<file path="src/rtl/bus_term_fifo.sv">
// Bus terminal endpoint: a TX FIFO feeding the shared bus (pndng/D_pop/pop) and
// an RX FIFO capturing bus deliveries (push/D_push) for the host.

module BusTermFifoCore #(
  parameter int W     = 16,
  parameter int DEPTH = 8
) (
  input  logic                    clk,
  input  logic                    rst,
  input  logic                    wrReq_i,
  input  logic [W-1:0]            wrData_i,
  input  logic                    rdReq_i,
  output logic [W-1:0]            head_o,
  output logic                    notEmpty_o,
  output logic                    full_o,
  output logic [$clog2(DEPTH):0]  count_o,
  output logic                    wrDrop_o
);

  localparam int AW = $clog2(DEPTH);

  logic [W-1:0]  mem_q [DEPTH];
  logic [AW-1:0] wrPtr_q, wrPtr_d;
  logic [AW-1:0] rdPtr_q, rdPtr_d;
  logic [AW:0]   count_q, count_d;
  logic          rdOk;
  logic          wrOk;

  // DEPTH is a power of two, so the count MSB alone marks a full FIFO.
  assign full_o     = count_q[AW];
  assign notEmpty_o = (count_q != '0);
  assign count_o    = count_q;

  // A read frees a slot in the same cycle, so a full FIFO still accepts a write.
  assign rdOk     = rdReq_i && notEmpty_o;
  assign wrOk     = wrReq_i && (!full_o || rdOk);
  assign wrDrop_o = wrReq_i && !wrOk;

  assign head_o = notEmpty_o ? mem_q[rdPtr_q] : '0;

  always_comb begin
    wrPtr_d = wrPtr_q;
    rdPtr_d = rdPtr_q;
    count_d = count_q;
    if (wrOk) begin
      wrPtr_d = wrPtr_q + 1'b1;
    end
    if (rdOk) begin
      rdPtr_d = rdPtr_q + 1'b1;
    end
    case ({wrOk, rdOk})
      2'b10:   count_d = count_q + 1'b1;
      2'b01:   count_d = count_q - 1'b1;
      default: count_d = count_q;
    endcase
  end

  always_ff @(posedge clk) begin
    if (rst) begin
      wrPtr_q <= '0;
      rdPtr_q <= '0;
      count_q <= '0;
    end else begin
      wrPtr_q <= wrPtr_d;
      rdPtr_q <= rdPtr_d;
      count_q <= count_d;
    end
  end

  // Storage is not reset; stale entries are never visible because head_o is gated.
  always_ff @(posedge clk) begin
    if (!rst && wrOk) begin
      mem_q[wrPtr_q] <= wrData_i;
    end
  end

endmodule

module bus_term_fifo #(
  parameter int pckg_sz = 16,
  parameter int depth   = 8
) (
  input  logic                    clk,
  input  logic                    rst,
  input  logic                    wr_en,
  input  logic [pckg_sz-1:0]      wr_data,
  output logic                    tx_full,
  output logic [$clog2(depth):0]  tx_count,
  output logic                    tx_ovf,
  output logic                    pndng,
  output logic [pckg_sz-1:0]      D_pop,
  input  logic                    pop,
  output logic                    tx_unf,
  input  logic                    push,
  input  logic [pckg_sz-1:0]      D_push,
  output logic                    rx_valid,
  output logic [pckg_sz-1:0]      rx_data,
  input  logic                    rx_rdy,
  output logic [$clog2(depth):0]  rx_count,
  output logic                    rx_ovf
);

  logic txDrop;
  logic rxDrop;
  logic rxFull;
  logic txOvf_q, txOvf_d;
  logic txUnf_q, txUnf_d;
  logic rxOvf_q, rxOvf_d;

  BusTermFifoCore #(
    .W     (pckg_sz),
    .DEPTH (depth)
  ) txFifo (
    .clk        (clk),
    .rst        (rst),
    .wrReq_i    (wr_en),
    .wrData_i   (wr_data),
    .rdReq_i    (pop),
    .head_o     (D_pop),
    .notEmpty_o (pndng),
    .full_o     (tx_full),
    .count_o    (tx_count),
    .wrDrop_o   (txDrop)
  );

  BusTermFifoCore #(
    .W     (pckg_sz),
    .DEPTH (depth)
  ) rxFifo (
    .clk        (clk),
    .rst        (rst),
    .wrReq_i    (push),
    .wrData_i   (D_push),
    .rdReq_i    (rx_rdy),
    .head_o     (rx_data),
    .notEmpty_o (rx_valid),
    .full_o     (rxFull),
    .count_o    (rx_count),
    .wrDrop_o   (rxDrop)
  );

  assign tx_ovf = txOvf_q;
  assign tx_unf = txUnf_q;
  assign rx_ovf = rxOvf_q;

  // Error flags accumulate until reset; a pop with nothing pending is an underflow.
  always_comb begin
    txOvf_d = txOvf_q | txDrop;
    txUnf_d = txUnf_q | (pop && !pndng);
    rxOvf_d = rxOvf_q | rxDrop;
  end

  always_ff @(posedge clk) begin
    if (rst) begin
      txOvf_q <= 1'b0;
      txUnf_q <= 1'b0;
      rxOvf_q <= 1'b0;
    end else begin
      txOvf_q <= txOvf_d;
      txUnf_q <= txUnf_d;
      rxOvf_q <= rxOvf_d;
    end
  end

  logic unusedRxFull;
  assign unusedRxFull = rxFull;

endmodule

</file>
<file path="config.mk">
export PLATFORM = sky130hd
export DESIGN_NAME = bus_term_fifo
export DESIGN_NICKNAME = d
export VERILOG_FILES = /design/src/rtl/bus_term_fifo.sv
export SDC_FILE = /design/constraint.sdc
export NUM_CORES = 1
export LEC_CHECK = 0
export ABC_AREA = 1
export ABC_CLOCK_PERIOD_IN_PS = 2700
export CORE_ASPECT_RATIO = 1.75
export CORE_MARGIN = 10
export CORE_UTILIZATION = 58
export DETAILED_ROUTE_END_ITERATION = 8
export HOLD_SLACK_MARGIN = 0.05
export PLACE_DENSITY = 0.79
export SYNTH_ARGS = -nofsm -noshare
export SYNTH_HDL_FRONTEND = slang
export SYNTH_HIERARCHICAL = 1
export SYNTH_SLANG_ARGS = --single-unit
export TNS_END_PERCENT = 30
</file>
<file path="constraint.sdc">
create_clock -name clk -period 2.7 [get_ports clk]
set_input_delay 0.54 -clock clk [delete_from_list [all_inputs] [get_ports clk]]
set_output_delay 0.54 -clock clk [all_outputs]
set_load 0.01 [all_outputs]
</file>
Yosys cells after proc, flatten, opt, wreduce, memory -nomap -nowiden:

Memories as Yosys holds them, arrays and structs flattened. A register that Yosys moved wholly into a read port is not among the register bits.
Cells that the tools add are included.

* bits in latches: 0
* bits in read-only memories: 0
* word-level logic and storage cells: 59
* flip-flop bits (word level): 23
* memories kept: 2
* memory bits (writable): 256

Memory list
* rxFifo.mem_q: depth 8, bits a word 16, read ports 1, clocked after memory_dff 1, write ports 1, line 22 `logic [W-1:0] mem_q [DEPTH];`
* txFifo.mem_q: depth 8, bits a word 16, read ports 1, clocked after memory_dff 1, write ports 1, line 22

* equal/unequal tests: 4
* reduce and logical (&&, ||, !) cells: 21
* add/subtract/negate cells: 8
* bitwise gates (word level): 3
* div/mod/pow operators: 0
* multiplexer cells: 12
* multiply operators: 0
* shift-type cells: 0
* $lt $le $gt $ge: 0

Operators with widths (number)
* $mux W16: 2
* $pmux W4 S2: 2
* $add A3 B1 Y3 const B: 4
* $mux W3: 4
* $logic_and A1 B1 Y1: 9
* $add A4 B1 Y4 const B: 2
* $reduce_bool A4 Y1: 2
* $sub A4 B1 Y4 const B: 2
* $logic_not A1 Y1: 6
* $eq A2 B1 Y1 const B: 2
* $eq A2 B2 Y1 const B: 2
* $mux W1: 4
* $reduce_bool A2 Y1: 2
* $or A1 B1 Y1: 3
* $logic_or A1 B1 Y1: 2

Longest topological paths before layout:

* word-level depth: 7
* depth in mapped cells: 15
* gate-level depth less buffers: 15

Hierarchy:

The synthesis kept the hierarchy.

Modules (own cells, without submodules)
* BusTermFifoCore: area an instance 5693.0 um^2, times used 2, cells an instance 476
* bus_term_fifo: area an instance 95.1 um^2, times used 1, cells an instance 11

Worst setup path after synthesis:

OpenSTA, ideal clock, no wires.

* path type: reg2reg
* start: reg txFifo.count_q[3] (netlist: txFifo/count_o[3])
* end: mem txFifo.mem_q[1][0], enable pin
* data required time: 2.312 ns
* cell stages (with the launch flop): 7
* path slack: 0.491 ns
* path buffers: 0
* clock period less this slack: 2.209 ns
* arrival: 1.821 ns
* cells stage by stage: dfxtp_1 inv_1 nand3_4 nand2_4 a21oi_1 nand2_1 nor2_1

* longest elaborated chain between the ends: 7
* elaborated cells on any way between the ends: 8
* those cells by class: 2 x mux; 6 x reduce/logical

Ends and longest elaborated chain
* start, declared: line 25 `logic [AW:0] count_q, count_d;`
* start signal, assigned: line 66 `count_q <= count_d;`
* $reduce_bool A4 Y1: line 31 `assign notEmpty_o = (count_q != '0);`
* $logic_and A1 B1 Y1: line 35 `assign rdOk = rdReq_i && notEmpty_o;`
* $logic_or A1 B1 Y1 *: line 36 `assign wrOk = wrReq_i && (!full_o || rdOk);`
* $logic_and A1 B1 Y1 *: line 36
* $logic_and A1 B1 Y1 *: line 72 `if (!rst && wrOk) begin`
* $mux W1 *: line 72
* $mux W1 (implied by the code) *: line 73 `mem_q[wrPtr_q] <= wrData_i;`
* end, declared: line 22

Every way passes the cells marked *; elsewhere a longest branch is shown, timed or not.

==> metrics.md <==
| Metric | Value |
|---|---|
| Layout cells sized above 1 | `about a tenth` |
| Crit path time final | `around 2600 ps` |
| Antenna Nets Post-Route | `0` |
| Wirelength per Cell | `19.8 um` |
| F_max | `383 MHz` |
| Post-synth EDFFs | `256` |
| Die Width | `around 130 um` |
| Placed cell area | `13000 sq um` |
| CTS clk-pin slew, worst paths | `60 ps` |
| Slew @ Worst Pin | `369 ps` |
| GRT Overall Usage | `roughly a fifth` |
| DP Worst Slack | `212 ps` |
| Pwr Total | `approximately 13 mW` |
| Via count | `about 7700` |
| Crit Path Class | `reg -> out` |
| Design area | `13800 sq um` |
| Yosys top cell area share | `67.0%` |
| WHS | `474 ps` |
| Placed Instances | `1290` |
| TritonCTS buffer count | `24` |
| Fin. max-slew vios | `0` |
| Non-Filler Instances | `1343` |
| Final worst path period share | `96.6%` |
| IO Pins | `84` |
| Worst path arrival time | `roughly 2100 ps` |
| CP Data Required Time | `2160 ps` |
| Core area | `approximately 20000 sq um` |
| Final-layout fill cell count | `1342` |
| Largest net degree at the start of global routing | `50` |
| CTS Hold Buffers Added | `0` |
| Async SR Flop Fraction | `0%` |
| Clock Tree Root | `clkbuf_16` |
| Worst Clk Skew | `14.9 ps` |
| Yosys warning count | `6` |
| Remaining global-route overflow | `0` |
| Post-synthesis instance area | `11500 sq um` |
| Synth-to-layout area growth | `20.6%` |
| MaxCap Viol Count | `0` |
| Residual DRC | `0` |
| Initial antenna violation count | `0` |
| Crit Path Max Fanout | `19` |
| H-tree depth | `1` |
| Die ar. | `roughly 26000 sq um` |
| Site Rows | `68` |
| Inserted Diodes | `0` |
| Final nets | `1128` |
| CP startpoint kind | `flip-flop` |
| Port bufs | `83` |
| CTS tree | `built` |
| Leak | `5.02 nW` |
| Post-synthesis register bit count | `between 200 and 300` |
| # setup viols final | `0` |
| Unrepaired setup endpoints after global routing | `true` |
| Worst hold path type | `reg -> reg` |
| Seq/Total Area, Yosys | `72.0%` |
| Post-Syn Nets | `1011` |
| Largest area contributor in the synthesized netlist | `edfxtp_1` |
| Clock buffer depth | `3` |
| Slew headroom | `75.3%` |
| Clk_lat worst skew | `510 ps` |
| Synth cell count leaders | `nor2_1 (264), edfxtp_1 (256), o21ai_0 (142)` |
| Post-synth top flop | `edfxtp_1` |
| Setup ws final | `just over 90 ps` |
| Unique masters post-synth | `26` |
| Syn Area/Cell | `11.9 sq um` |
| DP HPWL | `16300 um` |
| DR vias/cell | `around 5.8` |
| Leading post-synthesis cells by cell area | `edfxtp_1 (67%), nor2_1 (8.6%), o21ai_0 (6.2%)` |
| Count leader, synth | `nor2_1` |
| Clock sinks | `about 290` |
| CP Capture Type | `primary output` |
| Status | `complete, no violations` |
| Die Y | `approximately 210 um` |
| Initial DRT Pass Iterations | `5` |
| Final hold vios | `0` |
| First-pass GRT wire length | `42300 um` |
| PD cells | `949 nW/um^2` |
| Post-Syn Instances | `963` |
| Final wirelength | `26600 um` |
| Initial Util | `58.7%` |
| Vias in the first global route | `~8200` |
| GP Congestion | `0.796` |
| Drt first-iter violations | `705` |
| IR drop worst, VDD | `0.000774 V` |
-- cells by family (layout without fill, tap and decap cells) --
| logic type | count (synthesis) | count (layout) | synth area share [%] |
|---|---|---|---|
| compound gates | 225 | 225 | 10.9 |
| xor+xnor | 6 | 6 | 0.458 |
| fa+ha+maj | 10 | 10 | 1.09 |
| buf+inv | 80 | 215 | 2.96 |
| flops | 285 | 285 | 72.0 |
| simple gates | 357 | 357 | 12.6 |
-- worst paths after layout --
kind / slack (ps) / start / end / cells after the start
setup reg to reg: 300 / txFifo/count_o[1] / txFifo/count_o[2] / 15
hold reg to reg: 470 / txFifo/rdPtr_q[2] / txFifo/rdPtr_q[2] / 2
setup / recovery: 90 / flip-flop / D_pop[6] / 7
hold / removal: 470 / txFifo/rdPtr_q[2] / txFifo/rdPtr_q[2] / 2
-- routing by layer --
metal | track usage [%] | share of wire [%] | vias up
met1 | 20.5 | 35 | 3756
met2 | 40.0 | 57 | 276
met3 | 3.03 | 5.3 | 52
met5 | 0 | 0 | -
li1 | - | - | 3658
met4 | 7.06 | 2.3 | 0
-- layout make-up --
class                   instances  area [sq um]  share of cell area (%)
inverters                      32           123                   0.885
repair buffers                139          1510                    10.9
multi-input cells             598          2870                    20.7
clock inverters                13           108                   0.777
flip-flops and latches        285          8280                    59.8
clock buffers                  31           648                    4.68
well taps                     245           307                    2.21
-- stage by stage --
step,util (%),TNS (ps)
3_3_place_gp,66.3,0
2_1_floorplan,-,0
5_1_grt,70.8,-14.9
3_5_place_dp,66.3,0
6_report,70.8,0
4_1_cts,70.7,-297
-- cells in the final DEF (no fill, tap or decap), types with 28 or more instances in the layout --
| cell type | synthesis | final |
|---|---|---|
| buf_4 | 4 | 33 |
| clkdlybuf4s50_1 | 0 | 51 |
| dlygate4sd2_1 | 0 | 29 |
| edfxtp_1 | 256 | 256 |
| inv_1 | 28 | 28 |
| nand2_1 | 61 | 61 |
| nor2_1 | 264 | 264 |
| o211ai_1 | 32 | 32 |
| o21ai_0 | 142 | 140 |
| o22ai_1 | 32 | 32 |
-- sequential cells by signal, indices dropped and copies added, names as in the netlist, named ones only --
register / count
txFifo/count_o: 4
rx_ovf: 1
rxFifo/rdPtr_q: 3
txFifo/rdPtr_q: 3
rxFifo/wrPtr_q: 3
rxFifo/mem_q: 128
tx_unf: 1
tx_ovf: 1
txFifo/mem_q: 128
rxFifo/count_o: 4
txFifo/wrPtr_q: 3
-- critical path: stages (launching register included) --
cell	delay, ps
dfxtp_4	420
inv_4	70
bufbuf_16	290
o21ai_0	220
o211ai_1	140
nand2_1	90
nor2_1	40
dlygate4sd2_1	280
-- timing repair --
action,CTS,global route
buffers inserted,7,0
cloned,2,0
resized for setup,38,7
endpoints found under the setup margin,32,7
pin swaps,0,1
-- power breakdown --
| group | leakage, nW | internal, mW | switching (mW) |
|---|---|---|---|
| logic | 2.11 | 1.88 | 2.66 |
| clock network | 0.364 | 1.88 | 1.45 |
| registers | 2.55 | 5.06 | 0.205 |
| total | 5.02 | 8.82 | 4.32 |
No activity file was read; power rests on OpenSTA's default activity.
